$ cat config.mk
export PLATFORM = sky130hd
export DESIGN_NAME = pipelined_rc_adder_flat
export DESIGN_NICKNAME = d
export VERILOG_FILES = /design/src/rtl/pipelined_rc_adder_if.sv /design/src/rtl/pipelined_rc_adder.sv /design/src/flat_wrapper.sv
export SDC_FILE = /design/constraint.sdc
export NUM_CORES = 1
export LEC_CHECK = 0
export ABC_AREA = 1
export CAP_MARGIN = 20
export CORE_MARGIN = 2
export CORE_UTILIZATION = 25
export CTS_CLUSTER_DIAMETER = 150
export DETAILED_ROUTE_END_ITERATION = 16
export HOLD_SLACK_MARGIN = 0.1
export PLACE_DENSITY = 0.54
export SYNTH_ARGS = -nofsm -noshare
export SYNTH_HDL_FRONTEND = slang
export SYNTH_SLANG_ARGS = --single-unit
$ cat constraint.sdc
create_clock -name clk -period 1.86 [get_ports clk]
set_input_delay 0.279 -clock clk [delete_from_list [all_inputs] [get_ports clk]]
set_output_delay 0.279 -clock clk [all_outputs]
set_load 0.01 [all_outputs]
$ cat src/rtl/pipelined_rc_adder_if.sv
// Streaming operand/result bus for pipelined_rc_adder.
// The ovf_out signal exists only when PRA_OVF_EN is defined.
interface pipelined_rc_adder_if #(
  parameter int WIDTH = 16
);
  logic             valid_in;
  logic             ready_out;
  logic [WIDTH-1:0] a;
  logic [WIDTH-1:0] b;
  logic             c_in;
  logic             sub_in;
  logic             valid_out;
  logic             ready_in;
  logic [WIDTH-1:0] s;
  logic             carry_out;
`ifdef PRA_OVF_EN
  logic             ovf_out;
`endif

  // Adder side.
  modport slave (
    input  valid_in, a, b, c_in, sub_in, ready_in,
    output ready_out, valid_out, s, carry_out
`ifdef PRA_OVF_EN
    , output ovf_out
`endif
  );

  // Environment side: produces operands, consumes results.
  modport master (
    output valid_in, a, b, c_in, sub_in, ready_in,
    input  ready_out, valid_out, s, carry_out
`ifdef PRA_OVF_EN
    , input ovf_out
`endif
  );
endinterface

$ cat src/rtl/pipelined_rc_adder.sv
// WIDTH-bit add/subtract with the carry chain cut into SEG-bit ripple segments, one register
// stage per segment, valid/ready streaming with global stall. Define PRA_OVF_EN for ovf_out.
module pipelined_rc_adder #(
  parameter int WIDTH = 16,
  parameter int SEG   = 4
) (
  input  logic                 clk,
  input  logic                 rst_n,
  pipelined_rc_adder_if.slave  bus
);
  localparam int STAGES = WIDTH / SEG;

  if ((WIDTH % SEG) != 0 || WIDTH < SEG) begin : g_bad_cfg
    $error("pipelined_rc_adder: WIDTH (%0d) must be a non-zero multiple of SEG (%0d)", WIDTH, SEG);
  end

  // A full pipeline with no downstream space freezes every stage at once.
  logic w_en;
  assign w_en          = ~g_stage[STAGES-1].r_v | bus.ready_in;
  assign bus.ready_out = w_en;

  for (genvar k = 0; k < STAGES; k++) begin : g_stage
    localparam int LO = k * SEG;

    logic [WIDTH-1:LO]    w_a_in;
    logic [WIDTH-1:LO]    w_b_in;
    logic                 w_c_in;
    logic                 w_v_in;
    logic [SEG:0]         w_seg;
    logic [LO+SEG-1:0]    r_s;
    logic                 r_c;
    logic                 r_v;

    if (k == 0) begin : g_head
      // Subtraction is a + ~b + ~c_in; sub_in travels no further than this stage.
      assign w_a_in = bus.a;
      assign w_b_in = bus.sub_in ? ~bus.b : bus.b;
      assign w_c_in = bus.c_in ^ bus.sub_in;
      assign w_v_in = bus.valid_in;

      always_ff @(posedge clk or negedge rst_n) begin
        if (!rst_n) begin
          r_s <= '0;
        end else if (w_en) begin
          r_s <= w_seg[SEG-1:0];
        end
      end
    end else begin : g_body
      assign w_a_in = g_stage[k-1].g_fwd.r_a;
      assign w_b_in = g_stage[k-1].g_fwd.r_b;
      assign w_c_in = g_stage[k-1].r_c;
      assign w_v_in = g_stage[k-1].r_v;

      // Resolved low sum bits ride along so the result leaves the last stage aligned.
      always_ff @(posedge clk or negedge rst_n) begin
        if (!rst_n) begin
          r_s <= '0;
        end else if (w_en) begin
          r_s <= {w_seg[SEG-1:0], g_stage[k-1].r_s};
        end
      end
    end

    assign w_seg = {1'b0, w_a_in[LO +: SEG]} + {1'b0, w_b_in[LO +: SEG]} + {{SEG{1'b0}}, w_c_in};

    // NOTE: sequential state uses non-blocking assignment so every stage samples the
    // pre-edge value of its predecessor, regardless of block evaluation order.
    always_ff @(posedge clk or negedge rst_n) begin
      if (!rst_n) begin
        r_c <= 1'b0;
        r_v <= 1'b0;
      end else if (w_en) begin
        r_c <= w_seg[SEG];
        r_v <= w_v_in;
      end
    end

    if (k < STAGES - 1) begin : g_fwd
      // Operand bits not yet consumed by any segment (skew registers).
      logic [WIDTH-1:LO+SEG] r_a;
      logic [WIDTH-1:LO+SEG] r_b;

      // NOTE: datapath skew registers are reset too; it costs little here and keeps
      // post-reset state fully deterministic for equivalence and X-propagation checks.
      always_ff @(posedge clk or negedge rst_n) begin
        if (!rst_n) begin
          r_a <= '0;
          r_b <= '0;
        end else if (w_en) begin
          r_a <= w_a_in[WIDTH-1:LO+SEG];
          r_b <= w_b_in[WIDTH-1:LO+SEG];
        end
      end
    end
  end

  assign bus.valid_out = g_stage[STAGES-1].r_v;
  assign bus.s         = g_stage[STAGES-1].r_s;
  assign bus.carry_out = g_stage[STAGES-1].r_c;

`ifdef PRA_OVF_EN
  // Carry into the MSB is recovered from the MSB sum bit: cin = a ^ b' ^ sum.
  logic w_msb_carry_in;
  logic r_ovf;

  assign w_msb_carry_in = g_stage[STAGES-1].w_a_in[WIDTH-1]
                        ^ g_stage[STAGES-1].w_b_in[WIDTH-1]
                        ^ g_stage[STAGES-1].w_seg[SEG-1];

  always_ff @(posedge clk or negedge rst_n) begin
    if (!rst_n) begin
      r_ovf <= 1'b0;
    end else if (w_en) begin
      r_ovf <= w_msb_carry_in ^ g_stage[STAGES-1].w_seg[SEG];
    end
  end

  assign bus.ovf_out = r_ovf;
`endif
endmodule
$ cat src/flat_wrapper.sv
// flat-port wrapper written by rule: the top's interface ports become plain ports
module pipelined_rc_adder_flat 
#(
  parameter int WIDTH = 16,
  parameter int SEG   = 4
)
  (clk, rst_n, bus_valid_in, bus_a, bus_b, bus_c_in, bus_sub_in, bus_ready_in, bus_ready_out, bus_valid_out, bus_s, bus_carry_out);
  pipelined_rc_adder_if #(.WIDTH(WIDTH)) bus_i ();
  input  logic clk;
  input  logic rst_n;
  input wire logic [$bits(bus_i.valid_in)-1:0] bus_valid_in;
  input wire logic [$bits(bus_i.a)-1:0] bus_a;
  input wire logic [$bits(bus_i.b)-1:0] bus_b;
  input wire logic [$bits(bus_i.c_in)-1:0] bus_c_in;
  input wire logic [$bits(bus_i.sub_in)-1:0] bus_sub_in;
  input wire logic [$bits(bus_i.ready_in)-1:0] bus_ready_in;
  output wire logic [$bits(bus_i.ready_out)-1:0] bus_ready_out;
  output wire logic [$bits(bus_i.valid_out)-1:0] bus_valid_out;
  output wire logic [$bits(bus_i.s)-1:0] bus_s;
  output wire logic [$bits(bus_i.carry_out)-1:0] bus_carry_out;
  assign bus_i.valid_in = bus_valid_in;
  assign bus_i.a = bus_a;
  assign bus_i.b = bus_b;
  assign bus_i.c_in = bus_c_in;
  assign bus_i.sub_in = bus_sub_in;
  assign bus_i.ready_in = bus_ready_in;
  assign bus_ready_out = bus_i.ready_out;
  assign bus_valid_out = bus_i.valid_out;
  assign bus_s = bus_i.s;
  assign bus_carry_out = bus_i.carry_out;
  pipelined_rc_adder #(.WIDTH(WIDTH), .SEG(SEG)) u_core (.clk(clk), .rst_n(rst_n), .bus(bus_i));
endmodule
==> report_table.html <==
<table>
<tr><th>Metric</th><th>Value</th></tr>
<tr><th colspan="2">Outcome</th></tr>
<tr><td>Run status</td><td>completed</td></tr>
<tr><th colspan="2">Global route</th></tr>
<tr><td>Residual overflow from global routing</td><td>0</td></tr>
<tr><td>Largest net degree at the start of global routing</td><td>112</td></tr>
<tr><td>GRT Total Usage</td><td>10.4%</td></tr>
<tr><td>Vias in the first global route</td><td>3168</td></tr>
<tr><td>Global-route wire length before repair</td><td>15.2 mm</td></tr>
<tr><td>Initial antenna violation count</td><td>0</td></tr>
<tr><th colspan="2">Timing</th></tr>
<tr><td>Period utilization</td><td>96.5%</td></tr>
<tr><td>Number of setup violations in the final report</td><td>0</td></tr>
<tr><td>Final clock skew</td><td>4.89 ps</td></tr>
<tr><td>Setup TNS</td><td>0 ps</td></tr>
<tr><td>Max-slew violation count</td><td>0</td></tr>
<tr><td>Least setup slack across all paths after layout</td><td>64.7 ps</td></tr>
<tr><td>Relative slew slack</td><td>slightly below 70%</td></tr>
<tr><td>Final hold viol count</td><td>0</td></tr>
<tr><td>Final worst path period need</td><td>1800 ps</td></tr>
<tr><td>Peak clock frequency supported by timing</td><td>557 MHz</td></tr>
<tr><td>Least-Margin Pin Slew</td><td>just under 500 ps</td></tr>
<tr><td>Unrepaired setup endpoints after global routing</td><td>no</td></tr>
<tr><th colspan="2">Floorplan</th></tr>
<tr><td>Die Height</td><td>135 um</td></tr>
<tr><td>Total core area</td><td>~17000 um2</td></tr>
<tr><td>Area of the die</td><td>roughly 18000 um2</td></tr>
<tr><td>Die Span X</td><td>135 um</td></tr>
<tr><td>Ports placed on the boundary</td><td>57</td></tr>
<tr><td>Standard-cell row count</td><td>47</td></tr>
<tr><td>Starting utilization of the core area</td><td>25.7%</td></tr>
<tr><th colspan="2">Power</th></tr>
<tr><td>Internal power consumption</td><td>around 5.3 mW</td></tr>
<tr><td>Power per standard cell area</td><td>1520 nW/um2</td></tr>
<tr><td>Maximum vdd ir drop</td><td>0.420 mV</td></tr>
<tr><td>Power consumption</td><td>a little over 8 mW</td></tr>
<tr><td>Gate power share</td><td>36.4%</td></tr>
<tr><td>Proportion of power drawn by the clock network</td><td>20.6%</td></tr>
<tr><td>Switching power total</td><td>2.86 mW</td></tr>
<tr><td>Switching fraction of total power</td><td>35.2%</td></tr>
<tr><td>Share of total power in sequential cells</td><td>43.0%</td></tr>
<tr><td>Leak Pwr</td><td>2.52 nW</td></tr>
<tr><th colspan="2">Detailed routing</th></tr>
<tr><td>Detailed-route wire length per cell</td><td>between 10 and 15 um</td></tr>
<tr><td>Total wire length</td><td>8.65 mm</td></tr>
<tr><td>Remaining design rule violation count</td><td>0</td></tr>
<tr><td>Antenna violation net count after detailed routing</td><td>0</td></tr>
<tr><td>Detailed-router iteration count before antenna repair</td><td>4</td></tr>
<tr><td>Total via count in the routed design</td><td>2999</td></tr>
<tr><td>DRT iter0 DRCs</td><td>165</td></tr>
<tr><td>Number of vias per cell</td><td>4.09</td></tr>
<tr><th colspan="2">Finish</th></tr>
<tr><td>Layout cells sized above 1</td><td>5.65%</td></tr>
<tr><td>Most common library cell in the layout ignoring fill and taps</td><td>nand2_1</td></tr>
<tr><td>Post-layout net count</td><td>566</td></tr>
<tr><td>Inserted Diodes</td><td>0</td></tr>
<tr><td>Post-synthesis to final-layout area growth</td><td>24.7%</td></tr>
<tr><td>Final cell utilization of the core</td><td>32.0%</td></tr>
<tr><td>Commonest cells after routing, fill and taps aside</td><td>155 x nand2_1, 96 x dfrtp_1, 54 x o21ai_0</td></tr>
<tr><th colspan="2">Setup path</th></tr>
<tr><td>Critical path's largest stage delay</td><td>430 ps</td></tr>
<tr><td>Setup crit start kind</td><td>input pin</td></tr>
<tr><td>Cell count of the worst reg-to-reg path</td><td>6</td></tr>
<tr><td>Cells along the critical path</td><td>clkdlybuf4s50_1, xor2_1, fa_2, fa_2, nand2_1, inv_1, nor2_1, o21ai_0, o21ai_1</td></tr>
<tr><td>Required time worst endpoint</td><td>2110 ps</td></tr>
<tr><td>Worst path arrival time</td><td>2050 ps</td></tr>
<tr><td>Flop2flop setup slack</td><td>150 ps</td></tr>
<tr><td>Cell with the biggest individual delay on the critical path</td><td>clkdlybuf4s50_1</td></tr>
<tr><td>Most frequent CP cell</td><td>fa_2</td></tr>
<tr><td>End of the worst register-to-register path</td><td>u_core.bus.carry_out</td></tr>
<tr><td>Crit path buffers/inverters</td><td>2</td></tr>
<tr><td>CP delay by family, top</td><td>adder cells</td></tr>
<tr><td>Largest fanout on the critical path</td><td>2</td></tr>
<tr><td>CP endpoint kind</td><td>flip-flop</td></tr>
<tr><td>Critical register-to-register path startpoint</td><td>u_core.g_stage[2].g_fwd.r_b[12]</td></tr>
<tr><td>Critical path start-end classification</td><td>in2reg</td></tr>
<tr><th colspan="2">Clock network</th></tr>
<tr><td>Clock input transition at the sequential cells of the worst setup and hold paths</td><td>60 ps</td></tr>
<tr><td>Clk Latency, worst-skew pair</td><td>330 ps</td></tr>
<tr><td>CTS Buffer Depth</td><td>2</td></tr>
<tr><td>Num CTS Buffers</td><td>9</td></tr>
<tr><td>Buffer cell driving the clock tree root</td><td>clkbuf_16</td></tr>
<tr><td>CTS tree</td><td>yes</td></tr>
<tr><td># H-tree levels</td><td>3</td></tr>
<tr><td>Number of post-CTS setup repair buffers</td><td>0</td></tr>
<tr><td>Clk sink count</td><td>between 90 and 100</td></tr>
<tr><th colspan="2">Place</th></tr>
<tr><td>Pre-CTS setup slack</td><td>-363 ps</td></tr>
<tr><td>RePlAce Congestion</td><td>0.787</td></tr>
<tr><td>Number of I/O port buffers</td><td>56</td></tr>
<tr><td>Post-DP HPWL</td><td>about 5.8 mm</td></tr>
<tr><th colspan="2">Synth</th></tr>
<tr><td>Synth Area per Inst</td><td>9.36 um2</td></tr>
<tr><td>Yosys cell types</td><td>21</td></tr>
<tr><td>Net count after synthesis</td><td>514</td></tr>
<tr><td>Sequential area share after synthesis</td><td>56.3%</td></tr>
<tr><td>Flops &amp; latches, synth</td><td>96</td></tr>
<tr><td>Syn Std Cell Area</td><td>4270 um2</td></tr>
<tr><td>Cells after Synth</td><td>456</td></tr>
<tr><td>Warnings, synthesis</td><td>0</td></tr>
<tr><th colspan="2">Flow run</th></tr>
<tr><td>Max_cap viols</td><td>0</td></tr>
<tr><th colspan="2">Worst hold path</th></tr>
<tr><td>Tightest Hold Check Type</td><td>in2async</td></tr>
</table>
[synth_stat cells]
| cell | instances | area [um2] |
|---|---|---|
| inv_1 | 43 | 161 |
| nand2_1 | 155 | 582 |
| buf_6 | 2 | 22.5 |
| nor2_1 | 11 | 41.3 |
| ha_1 | 12 | 150 |
| dfrtp_1 | 96 | 2400 |
| fa_1 | 8 | 160 |
| or2_2 | 2 | 12.5 |
| xor2_1 | 5 | 43.8 |
| buf_4 | 7 | 52.6 |
| nand3_1 | 12 | 60.1 |
| inv_2 | 1 | 3.75 |
| buf_8 | 1 | 15.0 |
| xnor2_1 | 12 | 105 |
| a22oi_1 | 1 | 7.51 |
| nor2_4 | 1 | 11.3 |
| o31ai_1 | 1 | 7.51 |
| o21ai_1 | 13 | 65.1 |
| a21oi_1 | 6 | 30.0 |
| o21ai_0 | 55 | 275 |
| buf_2 | 12 | 60.1 |
[layer usage]
metal | share of wire, % | GRT usage (%) | wire length (um) | vias to the layer above
met5 | 0 | 0 | 0 | -
met2 | 45 | 15.8 | 3880 | 51
li1 | - | - | - | 1531
met1 | 50 | 14.3 | 4340 | 1407
met4 | 1.6 | 4.39 | 137 | 0
met3 | 3.4 | 2.33 | 292 | 10
[per-stage QoR]
step | std cells | cell area (um2) | hold WS, ps
CTS | 733 | 5320 | 468
finish | 733 | 5320 | 449
detailed placement | 716 | 5040 | 281
global placement | 716 | 5040 | 275
floorplan | 456 | 4270 | -16.6
global route | 733 | 5320 | 493
[power by group through the flow]
stage | Combinational (mW) | Clock (mW) | Sequential, mW
after floorplan | 1.92 | 0 | 3.51
after global placement | 2.92 | 0 | 3.50
after detailed placement | 2.99 | 0 | 3.54
after CTS | 3.03 | 1.73 | 3.50
after global routing | 3.48 | 1.81 | 3.62
final | 2.95 | 1.67 | 3.49
[sequential cells by signal (all words and copies together) (netlist names)]
signal,flops
u_core.bus.s,16
u_core.g_stage.g_fwd.r_b,24
u_core.bus.carry_out,1
u_core.bus.valid_out,1
u_core.g_stage.r_v,3
u_core.g_stage.g_fwd.r_a,24
u_core.g_stage.r_c,3
u_core.g_stage.r_s,24
[area by class of cell]
type	instances	area [um2]
fill	1726	11300
sequential	96	2400
multi-input combinational	294	1560
timing repair buffer	63	652
tap	220	275
clock buffer	12	246
inverter	44	165
clock inverter	4	20.0
[timing repair]
action | 4_1_cts | 5_1_grt
setup endpoints to repair | 1 | 3
endpoints found under the hold margin | 32 | 0
gates resized for setup | 1 | 3
hold buffers | 1 | 0
[how the worst max path moves through the flow]
stage | startpoint | to | slack, ps | cells after the start
2_1_floorplan | bus_sub_in | u_core.g_stage[0].r_c | 10 | 9
3_3_place_gp | bus_sub_in | u_core.g_stage[0].r_c | -330 | 8
3_5_place_dp | bus_sub_in | u_core.g_stage[0].r_s[2] | -360 | 9
4_1_cts | u_core.bus.valid_out | bus_ready_out | 6 | 4
5_1_grt | bus_b[0] | u_core.g_stage[0].r_s[2] | 10 | 9
6_report | bus_b[0] | u_core.g_stage[0].r_s[2] | 60 | 9
[logic make-up after synthesis]
logic type | synth area share [%]
simple gates | 16.6
flops | 56.3
compound gates | 9.03
buf+inv | 7.39
fa+ha+maj | 7.27
xor+xnor | 3.49
No activity file was read; power rests on OpenSTA's default activity.
